`src/rtl/softusb_pmem_loader_if.sv`:
```
// Host-side command, word-stream and status bus of the navre program-memory loader.
// The host is the master; the loader is the slave.
interface softusb_pmem_loader_if #(
   parameter int pmem_width = 12
);
   logic                  cmd_load;
   logic                  cmd_run;
   logic                  cmd_halt;
   logic [pmem_width-1:0] load_base;
   logic [pmem_width:0]   load_count;
   logic                  wr_stb;
   logic [15:0]           wr_dat;
   logic                  wr_ack;
   logic                  busy;
   logic                  done;
   logic                  err;
   logic [15:0]           sum;

   modport master (
      output cmd_load, cmd_run, cmd_halt, load_base, load_count, wr_stb, wr_dat,
      input  wr_ack, busy, done, err, sum
   );

   modport slave (
      input  cmd_load, cmd_run, cmd_halt, load_base, load_count, wr_stb, wr_dat,
      output wr_ack, busy, done, err, sum
   );
endinterface

```
`src/rtl/softusb_pmem_loader.sv`:
```
// Owns the navre core reset and the program-memory port: streams host words into
// pmem while the core is halted and passes the core's fetch port through while it runs.
module softusb_pmem_loader #(
   parameter int pmem_width = 12
) (
   input  logic                  sys_clk,
   input  logic                  sys_rst,
   softusb_pmem_loader_if.slave  host,
   input  logic                  cpu_pmem_ce,
   input  logic [pmem_width-1:0] cpu_pmem_a,
   output logic                  pmem_ce,
   output logic                  pmem_we,
   output logic [pmem_width-1:0] pmem_a,
   output logic [15:0]           pmem_d,
   output logic                  core_rst
);
   typedef enum logic [1:0] {
      ST_HALT = 2'd0,
      ST_LOAD = 2'd1,
      ST_RUN  = 2'd2
   } state_t;

   localparam logic [pmem_width+1:0] PMEM_DEPTH = {2'b01, {pmem_width{1'b0}}};

   state_t                state_r;
   state_t                next_state_s;
   logic                  core_rst_r;
   logic                  we_r;
   logic [pmem_width-1:0] a_r;
   logic [15:0]           d_r;
   logic [pmem_width-1:0] ptr_r;
   logic [pmem_width:0]   rem_r;
   logic                  done_r;
   logic                  err_r;
   logic [15:0]           sum_r;
   logic [pmem_width+1:0] load_end_s;
   logic                  ovf_s;
   logic                  accept_load_s;
   logic                  wr_ack_s;

   // Command decode, overflow check and next-state selection (halt > load > run).
   always_comb begin
      next_state_s  = state_r;
      load_end_s    = {2'b00, host.load_base} + {1'b0, host.load_count};
      ovf_s         = (load_end_s > PMEM_DEPTH);
      accept_load_s = 1'b0;
      wr_ack_s      = 1'b0;
      case (state_r)
         ST_HALT: begin
            if (host.cmd_halt) begin
               next_state_s = ST_HALT;
            end else if (host.cmd_load) begin
               accept_load_s = 1'b1;
               if (ovf_s || (host.load_count == {(pmem_width+1){1'b0}})) begin
                  next_state_s = ST_HALT;
               end else begin
                  next_state_s = ST_LOAD;
               end
            end else if (host.cmd_run) begin
               next_state_s = ST_RUN;
            end else begin
               next_state_s = ST_HALT;
            end
         end
         ST_LOAD: begin
            if (host.cmd_halt) begin
               next_state_s = ST_HALT;
            end else begin
               wr_ack_s = host.wr_stb;
               if (host.wr_stb && (rem_r == {{pmem_width{1'b0}}, 1'b1})) begin
                  next_state_s = ST_HALT;
               end else begin
                  next_state_s = ST_LOAD;
               end
            end
         end
         ST_RUN: begin
            if (host.cmd_halt) begin
               next_state_s = ST_HALT;
            end else begin
               next_state_s = ST_RUN;
            end
         end
         default: begin
            next_state_s = ST_HALT;
         end
      endcase
   end

   // State, registered core reset, loader write stage and status flags.
   always_ff @(posedge sys_clk) begin
      if (sys_rst) begin
         state_r    <= ST_HALT;
         core_rst_r <= 1'b1;
         we_r       <= 1'b0;
         a_r        <= {pmem_width{1'b0}};
         d_r        <= 16'h0000;
         ptr_r      <= {pmem_width{1'b0}};
         rem_r      <= {(pmem_width+1){1'b0}};
         done_r     <= 1'b0;
         err_r      <= 1'b0;
         sum_r      <= 16'h0000;
      end else begin
         state_r    <= next_state_s;
         core_rst_r <= (next_state_s != ST_RUN);
         we_r       <= 1'b0;
         if (accept_load_s) begin
            sum_r  <= 16'h0000;
            err_r  <= ovf_s;
            done_r <= !ovf_s && (host.load_count == {(pmem_width+1){1'b0}});
            if (next_state_s == ST_LOAD) begin
               ptr_r <= host.load_base;
               rem_r <= host.load_count;
            end
         end else if ((state_r == ST_LOAD) && host.cmd_halt) begin
            // Abort: any write registered last cycle still drains from we_r.
            done_r <= 1'b0;
            err_r  <= 1'b0;
         end else if (wr_ack_s) begin
            we_r  <= 1'b1;
            a_r   <= ptr_r;
            d_r   <= host.wr_dat;
            ptr_r <= ptr_r + {{(pmem_width-1){1'b0}}, 1'b1};
            rem_r <= rem_r - {{pmem_width{1'b0}}, 1'b1};
            sum_r <= sum_r + host.wr_dat;
            if (rem_r == {{pmem_width{1'b0}}, 1'b1}) begin
               done_r <= 1'b1;
            end
         end
      end
   end

   // The core fetch path is combinational so the core sees plain synchronous-RAM timing.
   assign pmem_ce     = (state_r == ST_RUN) ? cpu_pmem_ce : we_r;
   assign pmem_we     = (state_r == ST_RUN) ? 1'b0 : we_r;
   assign pmem_a      = (state_r == ST_RUN) ? cpu_pmem_a : a_r;
   assign pmem_d      = d_r;
   assign core_rst    = core_rst_r;
   assign host.wr_ack = wr_ack_s;
   assign host.busy   = (state_r == ST_LOAD);
   assign host.done   = done_r;
   assign host.err    = err_r;
   assign host.sum    = sum_r;
endmodule

```
`src/flat_wrapper.sv`:
```
// flat-port wrapper written by rule: the top's interface ports become plain ports
module softusb_pmem_loader_flat 
#(
   parameter int pmem_width = 12
)
  (sys_clk, sys_rst, cpu_pmem_ce, cpu_pmem_a, pmem_ce, pmem_we, pmem_a, pmem_d, core_rst, host_cmd_load, host_cmd_run, host_cmd_halt, host_load_base, host_load_count, host_wr_stb, host_wr_dat, host_wr_ack, host_busy, host_done, host_err, host_sum);
  softusb_pmem_loader_if #(.pmem_width(pmem_width)) host_i ();
  input  logic sys_clk;
  input  logic sys_rst;
  input  logic cpu_pmem_ce;
  input  logic [pmem_width-1:0] cpu_pmem_a;
  output logic pmem_ce;
  output logic pmem_we;
  output logic [pmem_width-1:0] pmem_a;
  output logic [15:0] pmem_d;
  output logic core_rst;
  input wire logic [$bits(host_i.cmd_load)-1:0] host_cmd_load;
  input wire logic [$bits(host_i.cmd_run)-1:0] host_cmd_run;
  input wire logic [$bits(host_i.cmd_halt)-1:0] host_cmd_halt;
  input wire logic [$bits(host_i.load_base)-1:0] host_load_base;
  input wire logic [$bits(host_i.load_count)-1:0] host_load_count;
  input wire logic [$bits(host_i.wr_stb)-1:0] host_wr_stb;
  input wire logic [$bits(host_i.wr_dat)-1:0] host_wr_dat;
  output wire logic [$bits(host_i.wr_ack)-1:0] host_wr_ack;
  output wire logic [$bits(host_i.busy)-1:0] host_busy;
  output wire logic [$bits(host_i.done)-1:0] host_done;
  output wire logic [$bits(host_i.err)-1:0] host_err;
  output wire logic [$bits(host_i.sum)-1:0] host_sum;
  assign host_i.cmd_load = host_cmd_load;
  assign host_i.cmd_run = host_cmd_run;
  assign host_i.cmd_halt = host_cmd_halt;
  assign host_i.load_base = host_load_base;
  assign host_i.load_count = host_load_count;
  assign host_i.wr_stb = host_wr_stb;
  assign host_i.wr_dat = host_wr_dat;
  assign host_wr_ack = host_i.wr_ack;
  assign host_busy = host_i.busy;
  assign host_done = host_i.done;
  assign host_err = host_i.err;
  assign host_sum = host_i.sum;
  softusb_pmem_loader #(.pmem_width(pmem_width)) u_core (.sys_clk(sys_clk), .sys_rst(sys_rst), .host(host_i), .cpu_pmem_ce(cpu_pmem_ce), .cpu_pmem_a(cpu_pmem_a), .pmem_ce(pmem_ce), .pmem_we(pmem_we), .pmem_a(pmem_a), .pmem_d(pmem_d), .core_rst(core_rst));
endmodule
```
`config.mk`:
```
export PLATFORM = sky130hd
export DESIGN_NAME = softusb_pmem_loader_flat
export DESIGN_NICKNAME = d
export VERILOG_FILES = /design/src/rtl/softusb_pmem_loader_if.sv /design/src/rtl/softusb_pmem_loader.sv /design/src/flat_wrapper.sv
export SDC_FILE = /design/constraint.sdc
export NUM_CORES = 1
export LEC_CHECK = 0
export ABC_AREA = 1
export CAP_MARGIN = 15
export CORE_ASPECT_RATIO = 0.9
export CORE_MARGIN = 8
export CORE_UTILIZATION = 39
export DETAILED_ROUTE_END_ITERATION = 8
export SYNTH_ARGS = -nofsm -noshare
export SYNTH_HDL_FRONTEND = slang
export SYNTH_SLANG_ARGS = --single-unit
export TNS_END_PERCENT = 10
```
`constraint.sdc`:
```
create_clock -name sys_clk -period 4.7 [get_ports sys_clk]
set_clock_uncertainty 0.05 [all_clocks]
set_input_delay 0.47 -clock sys_clk [delete_from_list [all_inputs] [get_ports sys_clk]]
set_output_delay 0.47 -clock sys_clk [all_outputs]
set_load 0.005 [all_outputs]
```
# Yosys cells after proc, flatten, opt, wreduce, memory -nomap -nowiden
# Cells that the tools add are included.
# Widths: inputs -> output; s select.
[word_totals]
ff_bits = 75
inputBits = 60
word_cells = 72
[classes]
bitwise_logic = 2
mux = 31
add_sub_neg = 4
order_cmp = 1
eq_ne = 7
reduce_logical = 17
[ops]
columns = ["cell", "n"]
rows = [
  ["$mux 12", 5],
  ["$mux 13", 4],
  ["$add 16x16->16", 1],
  ["$mux 1", 16],
  ["$add 12x13->14", 1],
  ["$gt 14x13->1 const B", 1],
  ["$eq 13x1->1 const B", 1],
  ["$logic_not 13->1", 1],
  ["$sub 13x1->13 const B", 1],
  ["$add 12x1->12 const B", 1],
  ["$mux 2", 5],
  ["$pmux 2 s3", 1],
  ["$reduce_and 3->1", 2],
  ["$reduce_bool 3->1", 2],
  ["$eq 2x1->1 const B", 2],
  ["$ne 2x2->1 const B", 2],
  ["$reduce_and 2->1", 2],
  ["$reduce_bool 2->1", 2],
  ["$logic_and 1x1->1", 3],
  ["$reduce_or 3->1", 1],
  ["$eq 2x2->1 const B", 1],
  ["$logic_not 2->1", 1],
  ["$ne 2x1->1 const B", 1],
  ["$not 1->1", 2],
  ["other kinds (3)", 3],
]

# Logic depth before layout (Yosys ltp)
[depth]
word_depth = 10
mapped_depth = 22
mapped_depth_nobuf = 20

# Least setup slack after synthesis
# No wires, ideal clock.
[synth_path]
path_type = "input port to flip-flop"
start = "input host_load_count[0]"
end = "register u_core.ptr_r[11]"
setup_slack_ps = 2192
stages = 21
t_arrival_ps = 2345
cell_sequence = "ha_1 > inv_1 > fa_1 > inv_1 > nand2_1 > nand2_1 > nand3_1 > nand2_1 > nand2_1 > nand2_1 > nand3_1 > nor2_1 > nand2_1 > nand2_2 > nand3_4 > nand2_2 > buf_6 > buf_6 > nand2_1 > nand2_1 > nor2_1"
[synth_via]
elab_chain_cells = 10
word_cells_on_any_way = 11
cone_classes = "1 x add/sub; 1 x order compare; 2 x eq/ne; 4 x mux; 3 x reduce/logical"
[synth_lines]
columns = ["item", "line", "text"]
rows = [
  ["start, declared", "flat_wrapper.sv:21", "input wire logic [$bits(host_i.load_count)-1:0] host_load_count;"],
  ["$add 12x13->14", "softusb_pmem_loader.sv:44", "load_end_s = {2'b00, host.load_base} + {1'b0, host.load_count};"],
  ["$gt 14x13->1", "softusb_pmem_loader.sv:45", "ovf_s = (load_end_s > PMEM_DEPTH);"],
  ["$logic_or 1x1->1 (*)", "softusb_pmem_loader.sv:54", "if (ovf_s || (host.load_count == {(pmem_width+1){1'b0}})) begin"],
  ["$mux 1 (*)", "softusb_pmem_loader.sv:54", ""],
  ["$mux 2 (*)", "softusb_pmem_loader.sv:52", "end else if (host.cmd_load) begin"],
  ["$mux 2 (*)", "softusb_pmem_loader.sv:50", "if (host.cmd_halt) begin"],
  ["$pmux 2 s3 (*)", "softusb_pmem_loader.sv:48", "case (state_r)"],
  ["$eq 2x1->1 (*)", "softusb_pmem_loader.sv:111", "if (next_state_s == ST_LOAD) begin"],
  ["$ne 2x2->1 (no line) (*)", "-", ""],
  ["$reduce_and 3->1 (no line) (*)", "-", ""],
  ["end signal, assigned", "softusb_pmem_loader.sv:98", "ptr_r <= {pmem_width{1'b0}};"],
  ["end signal, assigned", "softusb_pmem_loader.sv:112", "ptr_r <= host.load_base;"],
  ["end signal, assigned", "softusb_pmem_loader.sv:123", "ptr_r <= ptr_r + {{(pmem_width-1){1'b0}}, 1'b1};"],
  ["end, declared", "softusb_pmem_loader.sv:31", "logic [pmem_width-1:0] ptr_r;"],
]
# Mark *: on every way between the ends. The rest lies on a longest branch, timed or not.
# A chain may end at the register's enable or synchronous reset.

# Worst setup path in the final report
[layout_path]
start = "input host_load_count[0]"
end = "register u_core.rem_r[9]"
[layout_via]
elab_chain_cells = 10
word_cells_on_any_way = 11
cone_classes = "1 x add/sub; 1 x order compare; 2 x eq/ne; 4 x mux; 3 x reduce/logical"
[layout_lines]
columns = ["item", "line", "text"]
rows = [
  ["$add 12x13->14", "softusb_pmem_loader.sv:44", ""],
  ["$gt 14x13->1", "softusb_pmem_loader.sv:45", ""],
  ["$logic_or 1x1->1 (*)", "softusb_pmem_loader.sv:54", ""],
  ["$mux 1 (*)", "softusb_pmem_loader.sv:54", ""],
  ["$mux 2 (*)", "softusb_pmem_loader.sv:52", ""],
  ["$mux 2 (*)", "softusb_pmem_loader.sv:50", ""],
  ["$pmux 2 s3 (*)", "softusb_pmem_loader.sv:48", ""],
  ["$eq 2x1->1 (*)", "softusb_pmem_loader.sv:111", ""],
  ["$ne 2x2->1 (no line) (*)", "-", ""],
  ["$reduce_and 3->1 (no line) (*)", "-", ""],
  ["end signal, assigned", "softusb_pmem_loader.sv:99", "rem_r <= {(pmem_width+1){1'b0}};"],
  ["end signal, assigned", "softusb_pmem_loader.sv:113", "rem_r <= host.load_count;"],
  ["end signal, assigned", "softusb_pmem_loader.sv:124", "rem_r <= rem_r - {{pmem_width{1'b0}}, 1'b1};"],
  ["end, declared", "softusb_pmem_loader.sv:32", "logic [pmem_width:0] rem_r;"],
]
# Marks and branches as above.

==> results.toml <==
[sta]
worst_slack_ns = 1.29
rsz0062_at_grt = "no"
max_slew_margin = 0.547
tightest_slew_ns = 0.676
fin_crit_sh = 0.725
max_clock_freq_ghz = 0.294
finalCriticalPeriod_ns = 3.41
finalSetupViolations = 0
hold_viol_final = 0
slew_viol_final = 0
fin_tns_setup_ns = 0

[cts]
clockBufferDepth = 2
cts_resized = 0
cts_tree = "done"
cts_setup_buffers = 0
cts_root_buf = "clkbuf_16"
cts_max_level = 3
clkTransAtPathRegs_ns = 0.06
clk_latency_ns = 0.35
cts.sinks = 75
holdBufCountCts = 0
numCtsBuffers = 9

[routing]
drt_iter0_markers = 345
vias_per_cell = 5.00
drc = 0
wl_per_cell_um = 15.2
dr.pass1.iters = 5
drt-total-wl_mm = 16.3
via_count = 5379
antenna_left = 0

[hold_path]
worstHoldPathType = "flop to flop"

[global_route]
grt_pass1_wl_mm = 26.5
grtUsageTotal = 0.196
grt_pass1_vias = 5091
antenna_found_initial = 0
grt_max_degree = 61
grt-ovfl-total = 0

[setup_path]
critPathLaunchType = "input port"
crit_arrival_ns = 3.60
reg2reg_to = "u_core.host.sum[10]"
critPathMaxStageDelay_ns = 0.56
path_cells = "clkdlybuf4s50_1, ha_1, inv_1, fa_1, inv_1, nand2_1, nand2_1, nand3_1, nand2_1, nand2_1, nand2_1, nand3_1, nor2_1, nand2_1, nand2_2, nand3_4, nand2_2, nand2_1, nand2_1, nor2_1"
r2r_slack_ns = 2.12
critPathRequiredTime_ns = 4.89
end_kind = "flop"
cpMaxStageDelayCell = "nand2_2"
critPathMostFrequentCell = "nand2_1"
endpoint = "u_core.rem_r[9]"
path_max_fanout = 38
critPathLaunch = "host_load_count[0]"
reg2reg_from = "u_core.host.sum[0]"
critical_path_class = "input port to flop"
ff2ff_path_depth = 10

[layout]
diodes = 0
layout-drive-gt1-share = 0.0329
area_growth_pct = 30.2
fin_nets = 999
fin_util = 0.520

[logic_synthesis]
synth-edff-count = 0
syn_nets = 899
synth_cells = 807
async_reset_ff_frac = 0
ys.flop_type = "dfxtp_1"
ys_seq_elements = 75
synth.distinct_cells = 35
syn_area_per_cell_um2 = 6.30
synth_area_mm2 = 0.00508
ys_warn_count = 0
synth_seq_area_share = 0.295

[die]
die_h_um = 124
rows = 39
dieArea_mm2 = 0.0169
die_w_um = 136
design.core.area_mm2 = 0.0127
pin_count = 111
start_util = 0.399

[run]
maxCapViolCount = 0

[place]
port_buffers = 110
place_ws_ns = 0.962
gp_congestion = 0.896
dpl.hpwl_mm = 12.5

[power]
peakVddDrop_uv = 201
power_mw = 1.86
pwr_density_cell_mw_per_mm2 = 281
p_leak_nw = 3.10

[status]
run_status = "complete, no violations"
[worst max-delay path: cells and delay by family]
family        cells  cell delay [ns]
simple gates     15             1.82
fa+ha+maj         2             0.61
buf+inv           3             0.68
[placed cells by master, fill, tap and decap left out]
cell,instances
nand2_1,219
nor2_1,125
clkdlybuf4s50_1,110
inv_1,85
dfxtp_1,75
o21ai_0,65
a21oi_1,52
nand3_1,43
ha_1,30
xor2_1,17
nor3_1,13
nand4_1,9
mux2i_1,9
clkbuf_16,9
buf_4,6
o211ai_1,4
o21a_1,4
xnor2_1,4
o31ai_1,3
clkinvlp_4,3
clkinv_1,2
nand3b_1,2
a31oi_1,2
nand2_2,2
nor4_1,2
or2_2,2
fa_1,2
clkbuf_8,2
o211a_1,1
nor2_2,1
or2_1,1
inv_2,1
o21bai_1,1
nand3_4,1
a31o_2,1
a21boi_0,1
a2bb2oi_1,1
clkinv_4,1
bufinv_16,1
[kinds of logic after synthesis]
group / Yosys count / synth area share
AOI/OAI and AO/OA: 135 / 0.142
and+or+nand+nor: 420 / 0.336
adders and majority gates: 32 / 0.0817
muxes: 9 / 0.0177
DFF: 75 / 0.295
buffers and inverters: 115 / 0.0903
xor gates and xnor gates: 21 / 0.0362
[worst min path at each step]
stage	start	to	slack, ns	cells past startpoint
after global routing	u_core.pmem_d[7]	u_core.pmem_d[7]	0.45	2
after detailed placement	u_core.host.err	u_core.host.err	0.41	2
after global placement	u_core.host.err	u_core.host.err	0.41	2
after floorplan	u_core.host.err	u_core.host.err	0.40	2
after CTS	u_core.host.err	u_core.host.err	0.42	2
final	u_core.host.err	u_core.host.err	0.42	2
[final cells by class]
cell class / instances / area, µm²
clock buffers: 11 / 253
clock inverters: 5 / 61.3
fillers: 1311 / 6120
inverters: 88 / 330
multi-input cells: 617 / 3120
flip-flops and latches: 75 / 1500
well taps: 164 / 205
repair buffers: 116 / 1150
[sequential cells by signal (all words and copies together) (netlist names)]
register,count
u_core.a_r,12
u_core.core_rst,1
u_core.host.done,1
u_core.host.err,1
u_core.host.sum,16
u_core.pmem_d,16
u_core.ptr_r,12
u_core.rem_r,13
u_core.state_r,2
u_core.we_r,1
[report_power, final]
| part | switching, mW | internal, mW | total [mW] |
|---|---|---|---|
| registers | 0.0243 | 0.663 | 0.687 |
| clock network | 0.291 | 0.441 | 0.732 |
| logic | 0.250 | 0.188 | 0.438 |
| total | 0.565 | 1.29 | 1.86 |
[stage by stage]
step / hold WS (ns) / instance area (µm²) / std cells
after floorplan: 0.404 / 5080 / 807
after detailed placement: 0.414 / 6310 / 1060
after global routing: 0.447 / 6620 / 1076
after global placement: 0.407 / 6310 / 1060
final: 0.420 / 6620 / 1076
after CTS: 0.423 / 6620 / 1076
[synthesized netlist by cell type, drive strengths merged, types with 4 or more instances]
master,count,share of area
a21oi,52,0.051
buf,7,0.011
clkbuf,20,0.015
dfxtp,75,0.30
ha,30,0.074
inv,86,0.063
mux2i,9,0.018
nand2,221,0.16
nand3,44,0.046
nand4,9,0.011
nor2,126,0.094
nor3,13,0.013
o211ai,4,0.0059
o21a,4,0.0059
o21ai,65,0.064
xnor2,4,0.0069
xor2,17,0.029
[layer usage]
layer | track usage | up-vias | part of all wire
li1 | - | 2805 | -
met1 | 0.276 | 2449 | 0.50
met2 | 0.288 | 117 | 0.43
met3 | 0.0516 | 8 | 0.057
met4 | 0.0484 | 0 | 0.0074
met5 | 0 | - | 0
(Power assumes the default switching activity.)
